[config.mk]
export PLATFORM = sky130hd
export DESIGN_NAME = life_controller
export DESIGN_NICKNAME = d
export VERILOG_FILES = /design/src/rtl/life_pkg.sv /design/src/rtl/life_controller_edge_pulse.sv /design/src/rtl/life_controller.sv
export SDC_FILE = /design/constraint.sdc
export NUM_CORES = 1
export LEC_CHECK = 0
export ABC_AREA = 1
export ABC_CLOCK_PERIOD_IN_PS = 2500
export BUFFER_PORTS_ARGS = -buffer_cell sky130_fd_sc_hd__buf_2
export CORE_ASPECT_RATIO = 0.6
export CORE_MARGIN = 1
export CORE_UTILIZATION = 43
export CTS_BUF_LIST = sky130_fd_sc_hd__clkbuf_16
export DETAILED_ROUTE_END_ITERATION = 10
export PLACE_DENSITY_LB_ADDON = 0.12
export SYNTH_ARGS = -nofsm -noshare
export SYNTH_HDL_FRONTEND = slang
export SYNTH_SLANG_ARGS = --single-unit
[constraint.sdc]
create_clock -name Clock -period 2.5 [get_ports Clock]
set_clock_uncertainty 0.1 [all_clocks]
set_input_delay 0.375 -clock Clock [delete_from_list [all_inputs] [get_ports Clock]]
set_output_delay 0.375 -clock Clock [all_outputs]
set_load 0.02 [all_outputs]
[src/rtl/life_pkg.sv]
// ---------------------------------------------------------------------------
// life_pkg : shared constants, FSM encoding and index-width helpers
// Rev 1.0
// ---------------------------------------------------------------------------
`default_nettype none

package life_pkg;

  localparam int DEF_ROWS     = 16;
  localparam int DEF_COLS     = 16;
  localparam int DEF_TICK_DIV = 25_000_000;

  typedef enum logic [1:0] {
    EDIT = 2'd0,
    STEP = 2'd1,
    RUN  = 2'd2
  } ctrl_state_t;

  function automatic int idx_width(input int n);
    return (n > 1) ? $clog2(n) : 1;
  endfunction

  function automatic int row_width(input int rows);
    return idx_width(rows);
  endfunction

  function automatic int col_width(input int cols);
    return idx_width(cols);
  endfunction

endpackage

`default_nettype wire

[src/rtl/life_controller_edge_pulse.sv]
// ---------------------------------------------------------------------------
// edge_pulse : one-bit rising-edge detector, registered one-cycle pulse
// Rev 1.0 -- optional 2-flop synchronizer under LIFE_KEY_SYNC_EN
// ---------------------------------------------------------------------------
`default_nettype none

module edge_pulse (
  input  logic clk,
  input  logic rst_n,
  input  logic key,
  output logic pulse
);

  logic key_s;
  logic prev;

`ifdef LIFE_KEY_SYNC_EN
  logic [1:0] sync_q;

  always_ff @(posedge clk or negedge rst_n) begin
    if (!rst_n) sync_q <= 2'b11;
    else        sync_q <= {sync_q[0], key};
  end

  assign key_s = sync_q[1];
`else
  assign key_s = key;
`endif

  // History resets high so a key held through reset is not seen as a press.
  always_ff @(posedge clk or negedge rst_n) begin
    if (!rst_n) begin
      prev  <= 1'b1;
      pulse <= 1'b0;
    end else begin
      prev  <= key_s;
      pulse <= key_s & ~prev;
    end
  end

endmodule

`default_nettype wire

[src/rtl/life_controller.sv]
// ---------------------------------------------------------------------------
// life_controller : keys/run switch -> cell write strobes and generation pulses
// Rev 1.0 -- optional input synchronizers under LIFE_KEY_SYNC_EN
// ---------------------------------------------------------------------------
`default_nettype none

module life_controller
  import life_pkg::*;
#(
  parameter  int ROWS     = DEF_ROWS,
  parameter  int COLS     = DEF_COLS,
  parameter  int TICK_DIV = DEF_TICK_DIV,
  localparam int RW       = row_width(ROWS),
  localparam int CW       = col_width(COLS),
  localparam int TW       = idx_width(TICK_DIV)
) (
  input  logic            Clock,
  input  logic            ResetN,
  input  logic            KeyUp,
  input  logic            KeyDown,
  input  logic            KeyLeft,
  input  logic            KeyRight,
  input  logic            KeyWrite,
  input  logic            KeyStep,
  input  logic            DrawVal,
  input  logic            RunSw,
  output logic [ROWS-1:0] RowSelect,
  output logic [COLS-1:0] ColumnSelect,
  output logic            Input,
  output logic            State,
  output logic            Running,
  output logic [RW-1:0]   CursorRow,
  output logic [CW-1:0]   CursorCol
);

  localparam logic [RW-1:0]   ROW_LAST  = RW'(ROWS - 1);
  localparam logic [CW-1:0]   COL_LAST  = CW'(COLS - 1);
  localparam logic [TW-1:0]   TICK_LAST = TW'(TICK_DIV - 1);
  localparam logic [ROWS-1:0] ROW_ONE   = {{(ROWS-1){1'b0}}, 1'b1};
  localparam logic [COLS-1:0] COL_ONE   = {{(COLS-1){1'b0}}, 1'b1};

  logic [5:0] keys_raw;
  logic [5:0] key_edge;
  logic       up_e, dn_e, lf_e, rt_e, wr_e, st_e;
  logic       run_sw;

  assign keys_raw = {KeyUp, KeyDown, KeyLeft, KeyRight, KeyWrite, KeyStep};
  assign {up_e, dn_e, lf_e, rt_e, wr_e, st_e} = key_edge;

  for (genvar i = 0; i < 6; i++) begin : g_key
    edge_pulse u_edge (
      .clk   (Clock),
      .rst_n (ResetN),
      .key   (keys_raw[i]),
      .pulse (key_edge[i])
    );
  end

`ifdef LIFE_KEY_SYNC_EN
  logic [1:0] run_sync;

  always_ff @(posedge Clock or negedge ResetN) begin
    if (!ResetN) run_sync <= 2'b00;
    else         run_sync <= {run_sync[0], RunSw};
  end

  assign run_sw = run_sync[1];
`else
  assign run_sw = RunSw;
`endif

  ctrl_state_t     state, state_n;
  logic [TW-1:0]   tick, tick_n;
  logic [RW-1:0]   row_n;
  logic [CW-1:0]   col_n;
  logic [ROWS-1:0] row_sel_n;
  logic [COLS-1:0] col_sel_n;
  logic            input_n, pulse_n, running_n;

  always_ff @(posedge Clock or negedge ResetN) begin
    if (!ResetN) begin
      state        <= EDIT;
      tick         <= '0;
      CursorRow    <= '0;
      CursorCol    <= '0;
      RowSelect    <= '0;
      ColumnSelect <= '0;
      Input        <= 1'b0;
      State        <= 1'b0;
      Running      <= 1'b0;
    end else begin
      state        <= state_n;
      tick         <= tick_n;
      CursorRow    <= row_n;
      CursorCol    <= col_n;
      RowSelect    <= row_sel_n;
      ColumnSelect <= col_sel_n;
      Input        <= input_n;
      State        <= pulse_n;
      Running      <= running_n;
    end
  end

  always_comb begin
    state_n = state;
    case (state)
      EDIT: begin
        if (run_sw)    state_n = RUN;
        else if (st_e) state_n = STEP;
      end
      STEP:    state_n = EDIT;
      RUN:     if (!run_sw) state_n = EDIT;
      default: state_n = EDIT;
    endcase
  end

  always_comb begin
    tick_n    = '0;
    row_n     = CursorRow;
    col_n     = CursorCol;
    row_sel_n = '0;
    col_sel_n = '0;
    input_n   = 1'b0;
    pulse_n   = (state_n == STEP);
    running_n = (state_n == RUN);

    // Leaving RUN (run_sw low) clears the counter and suppresses a wrap pulse.
    if (state == RUN && run_sw) begin
      if (tick == TICK_LAST) pulse_n = 1'b1;
      else                   tick_n  = tick + TW'(1);
    end

    if (state == EDIT) begin
      if (up_e && !dn_e)      row_n = (CursorRow == '0)       ? ROW_LAST : CursorRow - RW'(1);
      else if (dn_e && !up_e) row_n = (CursorRow == ROW_LAST) ? '0       : CursorRow + RW'(1);

      if (lf_e && !rt_e)      col_n = (CursorCol == '0)       ? COL_LAST : CursorCol - CW'(1);
      else if (rt_e && !lf_e) col_n = (CursorCol == COL_LAST) ? '0       : CursorCol + CW'(1);

      // Strobe uses the pre-move cursor; a concurrent step takes precedence.
      if (wr_e && !st_e && !run_sw) begin
        row_sel_n = ROW_ONE << CursorRow;
        col_sel_n = COL_ONE << CursorCol;
        input_n   = DrawVal;
      end
    end
  end

endmodule

`default_nettype wire

==> Implementation_results.wiki, run 1 <==
{| class="wikitable"
! Metric !! Value
|-
| Ranking of synthesized cells by instance count || sky130_fd_sc_hd__nand2_1 (80), sky130_fd_sc_hd__nor2_1 (79), sky130_fd_sc_hd__dfrtp_1 (76)
|-
| Final layout net count || ~530
|-
| Count of different cell masters after synthesis || 26
|-
| Post-route ant nets || 0
|-
| Total Negative Setup Slacks || 0 ps
|-
| Tot GR Track Use || 18.48%
|-
| IR Drop Worst-Case VDD || between 0.0005 and 0.0006 V
|-
| Outcome || finished, final reports clean
|-
| Routability congestion estimate from global placement || just over 0.8
|-
| TritonCTS Buffers || 9
|-
| Family with the most delay on the worst path || flip-flops
|-
| Cells along the critical path || buf_2
|-
| First-pass DRT Iterations || 4
|-
| Part of the power in combinational logic || 19.9%
|-
| Number of antenna violations at the first check in global routing || 0
|-
| Max cap viols || 0
|-
| Path category of the worst min-delay check || in2reg
|-
| Number of antenna diodes || 0
|-
| P_leak || 2.288 nW
|-
| HPWL reported at the end of detailed placement || 5960 µm
|-
| Number of warnings issued by yosys || 0
|-
| Final WL || between 7000 and 8000 µm
|-
| Wire length of the first global-routing pass || 13,120 µm
|-
| Startpoint kind of the worst setup timing path || flop
|-
| Residual overflow from global routing || 0
|-
| Per-cell routed wire length || 12.89 µm
|-
| Total design power || 0.003747 W
|-
| Internal power consumption || 0.002611 W
|-
| Area delta synth->final || 19.68%
|-
| Final Setup Violations || 0
|-
| CP max-delay cell || sky130_fd_sc_hd__dfrtp_1
|-
| Clock tree buffer depth || 2
|-
| Post-detailed-route DRC marker count || 0
|-
| Max frequency || around 620 MHz
|-
| Pin count of the biggest net entering global routing || 41
|-
| Highest net fanout along the worst path || 10
|-
| Root cell of the clock tree || sky130_fd_sc_hd__clkbuf_16
|-
| Die H || 75.38 µm
|-
| Routed via count || 2,890
|-
| Crit share post-route || 64.49%
|-
| Power per cell area || 811.4 mW/mm²
|-
| H-Tree Depth || 3
|-
| Met3 WL post-DR || around 430 µm
|-
| Postcts setup bufs || 0
|-
| Relative contribution of the clock network to total power || 39.0%
|-
| Chip Width || 124.3 µm
|-
| Number of global-route vias before repair || between 2,000 and 3,000
|-
| Slew @ Worst Pin || between 500 and 600 ps
|-
| Final count of pins violating max slew || 0
|-
| Largest cells by area after synthesis || sky130_fd_sc_hd__dfrtp_1 (49%), sky130_fd_sc_hd__nand2_1 (7.8%), sky130_fd_sc_hd__nor2_1 (7.7%), sky130_fd_sc_hd__ha_1 (5.5%), sky130_fd_sc_hd__inv_1 (5.3%)
|-
| Number of placed I/O pins || 53
|-
| Mean post-synth cell area || a little under 9 µm²
|-
| Number of storage elements in the synthesis netlist || slightly above 80
|-
| Clock insertion delay at the later pin of the skew report || 330 ps
|-
| Fraction of synthesis flops using an asynchronous set or reset pin || 100.0%
|-
| Worst path required time || 2030 ps
|-
| Post-route met1 wirelength || 4551 µm
|-
| Most used DFF post-synth || sky130_fd_sc_hd__dfrtp_1
|-
| Met2 routed WL || ~2900 µm
|-
| Unrepaired setup endpoints after global routing || no
|-
| Hold Fails Final Rpt || 0
|-
| Number of enable flip-flop cells after synthesis || 0
|-
| CTS tree || yes
|-
| Core area || 0.008621 mm²
|-
| Net count after synthesis || 461
|-
| Starting density of the core || 44.76%
|-
| Relative slew slack || between 60% and 70%
|-
| Most area-hungry cell type in the Yosys netlist || sky130_fd_sc_hd__dfrtp_1
|-
| Std-Cell Rows || 26
|-
| Post-detailed-route via-to-cell ratio || 4.692
|-
| Clock slew at the register clock pins of the worst setup and hold paths || ~60 ps
|-
| Most frequent cell after synthesis || sky130_fd_sc_hd__nand2_1
|-
| Sw Pwr || 0.001136 W
|-
| Sinks on the clock net || 82
|-
| Summed instance area of the synthesized netlist || 0.003859 mm²
|-
| Arrival time reported for the critical path endpoint || 1140 ps
|-
| Critical Path End Type || primary output
|-
| Fraction of synthesized cell area taken by the top area cell type || 49.29%
|-
| Share of power burned in registers || around two fifths
|-
| Type of the worst setup path || reg2out
|-
| Die footprint || 0.009369 mm²
|-
| Critical path buffers and inverters || 1
|-
| Number of DRC markers after the initial detailed-route iteration || 137
|-
| Sequential area share after synthesis || 53.37%
|-
| Instance count of the mapped netlist || between 400 and 500
|-
| Longest individual stage delay on the worst path || 570 ps
|-
| Final min period || 1612 ps
|-
| Layout cells sized above 1 || ~22%
|-
| Port Buf Inserts || 52
|-
| Switching power as a share of total power || a little under a third
|-
| Highest metal layer with signal wires || met4
|}
power groups by stage:
| stage | combinational (W) | clock [W] | sequential [W] |
|---|---|---|---|
| after floorplan | 0.000475 | 0 | 0.00159 |
| after global placement | 0.000734 | 0 | 0.00156 |
| after detailed placement | 0.000740 | 0 | 0.00156 |
| after CTS | 0.000748 | 0.00151 | 0.00154 |
| after global routing | 0.000859 | 0.00157 | 0.00156 |
| final | 0.000745 | 0.00146 | 0.00154 |
sequential cells by signal, indices dropped and copies added, names as in the netlist:
register / flops
CursorCol: 4
State: 1
CursorRow: 4
Input: 1
ColumnSelect: 16
g_key.u_edge.pulse: 6
Running: 1
tick: 25
state: 2
RowSelect: 16
g_key.u_edge.prev: 6
metrics by stage:
step	utilization (%)	setup WS [ps]	cells	area, µm²	hold slack (ps)
CTS	53.57	864.3	616	4618	33.09
detailed placement	49.58	885.0	599	4274	291.4
global placement	49.58	899.9	599	4274	278.4
global route	53.57	756.1	616	4618	25.60
finish	53.57	887.8	616	4618	49.53
floorplan	-	1011	434	3859	-20.59
placed cells by master (no fill, tap or decap), drive strengths merged:
cell and n:
nand3 25, xor2 8, nor3b 1, nand2 88, o211ai 4, bufinv 3
o21ai 8, dfrtp 76, clkinv 2, dfstp 6, nand4 2, nor3 34
xnor2 3, buf 55, a21oi 2, dlygate4sd3 1, inv 61, ha 17
clkbuf 9, o21bai 1, clkinvlp 1, nor2 97
layout make-up:
class	count	area, µm²
Clock inverter	7	108.9
Fill cell	777	4003
Clock buffer	9	225.2
Timing Repair Buffer	56	295.3
Multi-Input combinational cell	290	1564
Tap cell	112	140.1
Sequential cell	82	2059
Inverter	60	225.2
per-layer routing:
metal | global-route usage, % | up-vias
met3 | 6.320 | 6
met4 | 4.819 | 0
li1 | - | 1481
met5 | 0 | -
met2 | 22.84 | 73
met1 | 29.44 | 1330
kinds of logic (layout without fill, tap and decap cells):
family                   count (synthesis)  in the layout  share of synthesized area [%]
AO/OA/AOI/OAI                           15             15                          2.270
buffers and inverters                   62            132                          6.096
XOR/XNOR                                11             11                          2.497
adder cells (fa/ha/maj)                 17             17                          5.512
flip-flops                              82             82                          53.37
AND/OR/NAND/NOR                        247            247                          30.25
timing repair:
action,CTS,global route
resized for setup,0,0
hold endpoints to repair,35,0
hold buffers,1,0
setup endpoints to repair,0,0
worst paths after layout:
check	cells past startpoint	slack, ps	end	startpoint
worst min-delay path	1	50	g_key[0].u_edge.prev	KeyStep
worst max-delay path	1	890	CursorCol[2]	CursorCol[2]
worst min register to register	1	380	g_key[0].u_edge.pulse	g_key[0].u_edge.prev
max in group asynchronous	3	1190	g_key[5].u_edge.prev	ResetN
min in group asynchronous	2	460	ColumnSelect[5]	ResetN
worst max register to register	8	910	tick[24]	tick[0]
(Power assumes the default switching activity.)
==> run 2: changes to the inputs <==
ABC_CLOCK_PERIOD_IN_PS = 1500   (was 2500)
clock period = 1.5 ns   (was 2.5 ns; I/O delays follow)
==> Implementation_results.wiki, run 2 (synthesis gave the netlist of run 1 again) <==
{| class="wikitable"
! Metric !! Value
|-
| Critical R2R Launch || tick[1]
|-
| Residual overflow from global routing || 0 (unchanged)
|-
| Most common library cell in the layout ignoring fill and taps || sky130_fd_sc_hd__nand2_1
|-
| Routability congestion estimate from global placement || 0.8715 (+6.9%)
|-
| Pin count of the biggest net entering global routing || 28 (-32%)
|-
| Critical Path End Type || flop
|-
| H-Tree Depth || 3 (unchanged)
|-
| TritonCTS Buffers || 9 (unchanged)
|-
| Chip Width || 124.3 µm (unchanged)
|-
| Switching power as a share of total power || 31.57% (+1.2 points)
|-
| Routed via count || 3,149 (+9.0%)
|-
| Largest registers ranked by flip-flop count || tick x25, ColumnSelect x16, RowSelect x16
|-
| Clock insertion delay at the later pin of the skew report || 340 ps (about the same)
|-
| Slew @ Worst Pin || 350.7 ps (-151.4 ps)
|-
| Root cell of the clock tree || sky130_fd_sc_hd__clkbuf_16
|-
| Max cap viols || 0 (unchanged)
|-
| Number of flip-flops under the largest register name || 25 (unchanged)
|-
| Starting density of the core || 44.76% (unchanged)
|-
| Std-Cell Rows || 26 (unchanged)
|-
| Die footprint || 0.009369 mm² (unchanged)
|-
| Arrival time reported for the critical path endpoint || 1640 ps (+500 ps)
|-
| Internal power consumption || 0.004410 W (+69%)
|-
| Area delta synth->final || 33.27%
|-
| Tot GR Track Use || 20.67% (+2.2 points)
|-
| Post-detailed-route DRC marker count || 0 (unchanged)
|-
| Worst path required time || 1620 ps (-410 ps)
|-
| Highest net fanout along the worst path || 6 (-4)
|-
| Max frequency || between 600 and 700 MHz
|-
| Setup WS post-layout || -19.71 ps (-907.5 ps)
|-
| Unrepaired setup endpoints after global routing || yes
|-
| Hold Path Origin || DrawVal
|-
| Crit share post-route || 101.3%
|-
| Number of global-route vias before repair || 2,897 (+12%)
|-
| Outcome || complete, but fails checks
|-
| Final layout net count || 570 (+8.4%)
|-
| HPWL reported at the end of detailed placement || 6552 µm (+9.9%)
|-
| Final Setup Violations || 1 (+1)
|-
| Final standard cell count with taps included and fillers excluded || 660 (+7.1%)
|-
| Hold Fails Final Rpt || 0 (unchanged)
|-
| Final count of pins violating max slew || 0 (unchanged)
|-
| Sinks on the clock net || 82 (unchanged)
|-
| Number of DRC markers after the initial detailed-route iteration || 180 (+31%)
|-
| CTS tree || yes
|-
| Commonest cells after routing, fill and taps aside || sky130_fd_sc_hd__nand2_1 (76), sky130_fd_sc_hd__dfrtp_1 (67), sky130_fd_sc_hd__nor2_1 (66)
|-
| Post-route ant nets || 0 (unchanged)
|-
| Post-detailed-route via-to-cell ratio || 4.771 (+1.7%)
|-
| Setup slack at placement || -76.82 ps (-961.8 ps)
|-
| Total Negative Setup Slacks || -19.71 ps (-19.71 ps)
|-
| First-pass DRT Iterations || 4 (unchanged)
|-
| Port Buf Inserts || 52 (unchanged)
|-
| Per-cell routed wire length || 13.64 µm (+5.8%)
|-
| Share of power burned in registers || 39.3% (-1.8 points)
|-
| Worst slack on hold paths || 13.23 ps (-36.29 ps)
|-
| Sw Pwr || 0.002034 W (+79%)
|-
| Start point of the critical path || tick[1]
|-
| Core area || 0.008621 mm² (unchanged)
|-
| Clock tree buffer depth || 2 (unchanged)
|-
| Layout cells sized above 1 || 35.22% (+13 points)
|-
| Number of placed I/O pins || 53 (unchanged)
|-
| Number of antenna violations at the first check in global routing || 0 (unchanged)
|-
| Violated checks || negative setup slack
|-
| Number of antenna diodes || 0 (unchanged)
|-
| Power per cell area || 1253 mW/mm² (+54%)
|-
| Type of the worst setup path || reg2reg
|-
| Relative contribution of the clock network to total power || 35.2% (-3.8 points)
|-
| Part of the power in combinational logic || 25.5% (+5.6 points)
|-
| Biggest register || tick
|-
| Util after Layout || 59.65% (+6.1 points)
|-
| Relative slew slack || 76.62% (+10 points)
|-
| P_leak || 2.513 nW (+9.8%)
|-
| Wire length of the first global-routing pass || 14,660 µm (+12%)
|-
| Path category of the worst min-delay check || in2reg
|-
| Final min period || 1520 ps
|-
| IR Drop Worst-Case VDD || 0.0008696 V (+72%)
|-
| Final WL || 9000 µm (+13%)
|-
| Die H || 75.38 µm (unchanged)
|-
| Instance count after placement with tap cells included || 629 (+5.0%)
|-
| Startpoint kind of the worst setup timing path || flop
|-
| Clock slew at the register clock pins of the worst setup and hold paths || 60 ps (about the same)
|}
run 2: cell types whose count changed in the layout (fill, tap and decap cells not counted), sizes merged:
cell / before / now
buf: 55 / 91
bufinv: 3 / 2
clkinvlp: 1 / 0
dlygate4sd3: 1 / 8
inv: 61 / 63
nor2: 97 / 98
run 2: power by group through the flow:
stage,Clock [W],Combinational [W],Sequential [W]
global placement,0,0.00151,0.00254
finish,0.00227,0.00164,0.00253
floorplan,0,0.000792,0.00265
CTS,0.00232,0.00157,0.00251
detailed placement,0,0.00154,0.00255
global route,0.00241,0.00184,0.00255
run 2: path summary, 6_finish.rpt:
check / endpoint / slack (ps) / depth (start not counted)
max: tick[6] / -20 / 7
min: Input / 10 / 3
max reg2reg: tick[6] / -20 / 7
min reg2reg: g_key[2].u_edge.pulse / 370 / 1
max in group asynchronous: g_key[5].u_edge.prev / 510 / 3
min in group asynchronous: tick[1] / 240 / 2
run 2: what timing repair did:
action                                 4_1_cts  5_1_grt
resized for setup                            9       47
endpoints found under the hold margin       32        0
setup buffers                                1        5
gates cloned                                 1        0
pin swaps                                    3        6
setup endpoints to repair                   32       55
hold buffers                                 8        0
run 2: worst max-delay path, stage by stage (launching register included):
cell                      delay (ps)
sky130_fd_sc_hd__dfrtp_1         410
sky130_fd_sc_hd__ha_4            180
sky130_fd_sc_hd__nand2_4         110
sky130_fd_sc_hd__nor2_8           70
sky130_fd_sc_hd__buf_4           130
sky130_fd_sc_hd__buf_4           120
sky130_fd_sc_hd__xnor2_1         200
sky130_fd_sc_hd__nor2_2           70
run 2: layer usage:
metal / up-vias / share of wire [%] / GRT usage [%]
met5: - / 0 / 0
met4: 0 / 0.99 / 6.024
met3: 8 / 6.9 / 7.374
met2: 84 / 38 / 26.76
met1: 1467 / 54 / 31.62
li1: 1590 / - / -
run 2: layout make-up:
type                       count  area, µm²
timing repair buffer          99      660.6
sequential                    82       2071
fill                         738       3478
multi-input combinational    291       1742
clock buffer                   9      225.2
clock inverter                 7      78.83
tap                          112      140.1
inverter                      60      225.2
run 2: stage by stage:
step | cell area (µm²) | power (W)
after detailed placement | 4524 | 0.004087
after CTS | 4952 | 0.006404
after global placement | 4524 | 0.004053
after global routing | 5142 | 0.006803
final | 5142 | 0.006444
after floorplan | 3859 | 0.003444
==> run 3: changes to the inputs <==
ABC_AREA = not set   (was 1)
CORE_UTILIZATION = 45   (was 43)
==> Implementation_results.wiki, run 3 <==
{| class="wikitable"
! Metric !! Value
|-
| Outcome || complete, but fails checks
|-
| Violated checks || negative setup slack
|-
| H-Tree Depth || 3 (unchanged)
|-
| Number of stages on the worst hold path || 2 (-1)
|-
| Post-detailed-route via-to-cell ratio || 5.095 (+6.8%)
|-
| Met3 track utilization from global routing || 5.189% (-2.2 points)
|-
| Combined flip-flop and latch cell area || 0.002071 mm² (unchanged)
|-
| Post-route ant nets || 0 (unchanged)
|-
| Clock tree buffer depth || 2 (unchanged)
|-
| Power per cell area || 1237 mW/mm² (-1.3%)
|-
| Unrepaired setup endpoints after global routing || yes
|-
| Tot GR Track Use || 20.93% (+0.26 points)
|-
| Sequential area share after synthesis || 55.99% (+2.6 points)
|-
| Final min period || 1896 ps (+375.9 ps)
|-
| Most common library cell in the layout ignoring fill and taps || sky130_fd_sc_hd__dfrtp_1
|-
| Number of global-route vias before repair || 2,744 (-5.3%)
|-
| Total Negative Setup Slacks || -8007 ps (-7987 ps)
|-
| Endpoint, Worst Hold || Running
|-
| Most frequent cell after synthesis || sky130_fd_sc_hd__dfrtp_1
|-
| Post-detailed-route DRC marker count || 0 (unchanged)
|-
| Area of the multi-input gates || 0.001742 mm² (unchanged)
|-
| Number of storage elements in the synthesis netlist || 82 (unchanged)
|-
| Std-Cell Rows || 25 (-3.8%)
|-
| Summed instance area of the synthesized netlist || 0.003679 mm² (-4.7%)
|-
| Biggest register || tick
|-
| Final layout net count || 490 (-14%)
|-
| Highest net fanout along the worst path || 6 (unchanged)
|-
| Area delta synth->final || 41.50%
|-
| Root cell of the clock tree || sky130_fd_sc_hd__clkbuf_16
|-
| HPWL reported at the end of detailed placement || 5845 µm (-11%)
|-
| Hold Path Origin || RunSw
|-
| Clock slew at the register clock pins of the worst setup and hold paths || 60 ps (about the same)
|-
| Ranking of synthesized cells by instance count || sky130_fd_sc_hd__dfrtp_1 (76), sky130_fd_sc_hd__and3_1 (23), sky130_fd_sc_hd__nand2_1 (23)
|-
| Number of flip-flops under the largest register name || 25 (unchanged)
|-
| Net count after synthesis || 362 (-21%)
|-
| Crit share post-route || 126.4% (+25 points)
|-
| Met1 track demand over resource in global routing || 33.11% (+1.5 points)
|-
| Die H || 72.04 µm (-4.4%)
|-
| Routability congestion estimate from global placement || 0.8543 (-2.0%)
|-
| Slew @ Worst Pin || 429.3 ps (+78.53 ps)
|-
| Most used DFF post-synth || sky130_fd_sc_hd__dfrtp_1
|-
| Routed via count || 2,935 (-6.8%)
|-
| Number of enable flip-flop cells after synthesis || 0 (unchanged)
|-
| Count of different cell masters after synthesis || 49 (+88%)
|-
| Share of power burned in registers || 39.4% (about the same)
|-
| Per-cell routed wire length || 14.63 µm (+7.3%)
|-
| Number of placed I/O pins || 53 (unchanged)
|-
| Die footprint || 0.008552 mm² (-8.7%)
|-
| CTS tree || yes
|-
| Pin count of the biggest net entering global routing || 83 (+200%)
|-
| Sinks on the clock net || 82 (unchanged)
|-
| Register-to-Register Setup Slack || -400 ps (-380 ps)
|-
| Internal power consumption || 0.004341 W (-1.6%)
|-
| Starting density of the core || 46.67% (+1.9 points)
|-
| Commonest cells after routing, fill and taps aside || sky130_fd_sc_hd__dfrtp_1 (67), sky130_fd_sc_hd__buf_4 (64), sky130_fd_sc_hd__buf_2 (51)
|-
| Chip Width || 118.7 µm (-4.5%)
|-
| Arrival time reported for the critical path endpoint || 2050 ps (+410 ps)
|-
| Largest registers ranked by flip-flop count || tick x25, ColumnSelect x16, RowSelect x16
|-
| P_leak || 2.513 nW (about the same)
|-
| Startpoint kind of the worst setup timing path || flop
|-
| Instance count of the mapped netlist || 335 (-23%)
|-
| Fraction of synthesized cell area taken by the top area cell type || 51.70% (+2.4 points)
|-
| Wire length of the first global-routing pass || 13,720 µm (-6.4%)
|-
| Mean post-synth cell area || 10.98 µm² (+24%)
|-
| Relative slew slack || 71.38% (-5.2 points)
|-
| Path category of the worst min-delay check || in2reg
|-
| Max cap viols || 0 (unchanged)
|-
| Hold Fails Final Rpt || 0 (unchanged)
|-
| Clock insertion delay at the later pin of the skew report || 340 ps (about the same)
|-
| Number of warnings issued by yosys || 0 (unchanged)
|-
| Met2 capacity usage during global routing || 27.23% (+0.46 points)
|-
| Critical R2R Launch || tick[0]
|-
| Final WL || 8428 µm (-6.4%)
|-
| Setup slack at placement || -459.4 ps (-382.6 ps)
|-
| Setup WS post-layout || -395.6 ps (-375.9 ps)
|-
| Critical Path End Type || flop
|-
| TritonCTS Buffers || 9 (unchanged)
|-
| IR Drop Worst-Case VDD || 0.001079 V (+24%)
|-
| Relative contribution of the clock network to total power || 30.8% (-4.4 points)
|-
| Layout cells sized above 1 || 43.38% (+8.2 points)
|-
| Part of the power in combinational logic || 29.9% (+4.4 points)
|-
| Type of the worst setup path || reg2reg
|-
| Number of antenna diodes || 0 (unchanged)
|-
| Number of DRC markers after the initial detailed-route iteration || 165 (-8.3%)
|-
| Most area-hungry cell type in the Yosys netlist || sky130_fd_sc_hd__dfrtp_1
|-
| Max frequency || 527.5 MHz (-20%)
|-
| Core area || 0.007883 mm² (-8.6%)
|-
| Number of antenna violations at the first check in global routing || 0 (unchanged)
|-
| Final count of pins violating max slew || 0 (unchanged)
|-
| Port Buf Inserts || 52 (unchanged)
|-
| Switching power as a share of total power || 32.56% (+1.0 points)
|-
| First-pass DRT Iterations || 4 (unchanged)
|-
| GR peak layer || met1
|-
| Fraction of synthesis flops using an asynchronous set or reset pin || 100.0% (unchanged)
|-
| Sw Pwr || 0.002096 W (+3.0%)
|-
| Worst path required time || 1650 ps (+30 ps)
|-
| Final Setup Violations || 27 (+26)
|-
| Filler cell count || 649 (-12%)
|-
| Worst reg2reg endpoint || tick[21]
|-
| Worst-case reg-to-reg path depth || 4 (-3)
|-
| Largest cells by area after synthesis || sky130_fd_sc_hd__dfrtp_1 (52%), sky130_fd_sc_hd__ha_1 (5.8%), sky130_fd_sc_hd__dfstp_2 (4.3%), sky130_fd_sc_hd__and3_1 (3.9%), sky130_fd_sc_hd__nor3_1 (2.7%)
|-
| Residual overflow from global routing || 0 (unchanged)
|}
[run 3: cell types whose count changed after synthesis, sizes merged, moves of 8 or more]
cell	previous run	this run
or3	0	8
a211oi	0	9
nand2	88	23
inv	60	14
nor3	34	20
and3	0	23
nand3	25	12
clkbuf	0	10
nor2b	0	8
nor2	97	16
[run 3: final cells by class]
| type | count | area share [%] |
|---|---|---|
| timing repair buffer | 131 | 17.91 |
| inverter | 14 | 1.010 |
| multi-input combinational | 225 | 33.46 |
| clock buffer | 9 | 4.327 |
| tap | 108 | 2.596 |
| sequential | 82 | 39.78 |
| clock inverter | 7 | 0.9135 |
[run 3: kinds of logic (layout without fill, tap and decap cells)]
logic type               after synthesis  in the layout  share of synthesized area, %
AO/OA/AOI/OAI                         49             49                         9.116
XOR/XNOR                              16             16                         3.810
adder cells (fa/ha/maj)               17             17                         5.782
buffers and inverters                 28            161                         2.959
flip-flops                            82             82                         55.99
multiplexers                           2              2                        0.5442
AND/OR/NAND/NOR                      141            141                         21.80
[run 3: timing repair]
item,4_1_cts,5_1_grt
hold endpoints to repair,83,0
gates resized for setup,19,28
pin swaps,6,16
setup buffers,5,3
gates cloned,2,0
endpoints found under the setup margin,27,43
hold buffers,8,0
[run 3: how the worst max path moves through the flow]
stage | cells past startpoint | from | endpoint
after floorplan | 4 | tick[0] | tick[21]
after global placement | 4 | tick[0] | tick[21]
after detailed placement | 4 | tick[0] | tick[21]
after CTS | 4 | tick[0] | tick[21]
after global routing | 4 | tick[0] | tick[23]
final | 4 | tick[0] | tick[21]
[run 3: per-stage QoR]
| stage | cells | power, W | area [µm²] | hold slack [ps] | utilization, % |
|---|---|---|---|---|---|
| after floorplan | 335 | 0.003621 | 3777 | -170.6 | - |
| after global placement | 542 | 0.004267 | 4589 | 182.7 | 58.22 |
| after detailed placement | 542 | 0.004302 | 4589 | 187.8 | 58.22 |
| after CTS | 573 | 0.006330 | 5067 | 52.08 | 64.29 |
| after global routing | 576 | 0.006799 | 5205 | 80.96 | 66.03 |
| final | 576 | 0.006437 | 5205 | 72.68 | 66.03 |
[run 3: power groups by stage]
stage / registers (W) / clock network, W / logic, W
6_report: 0.00253 / 0.00198 / 0.00192
2_1_floorplan: 0.00271 / 0 / 0.000914
5_1_grt: 0.00256 / 0.00212 / 0.00212
4_1_cts: 0.00254 / 0.00204 / 0.00175
3_3_place_gp: 0.00257 / 0 / 0.00170
3_5_place_dp: 0.00258 / 0 / 0.00173
[run 3: metal layers]
metal | part of all wire, % | vias up | wire length [µm]
met1 | 54 | 1413 | 4583
met3 | 4.9 | 8 | 413
met2 | 40 | 65 | 3339
met5 | 0 | - | 0
li1 | - | 1449 | -
met4 | 1.1 | 0 | 92
[run 3: critical path, cell delays in order, from the launching register on]
cell and delay, ps:
sky130_fd_sc_hd__dfrtp_2 400, sky130_fd_sc_hd__nand4_4 110, sky130_fd_sc_hd__or4_4 580, sky130_fd_sc_hd__or4_4 440
sky130_fd_sc_hd__a211oi_2 180
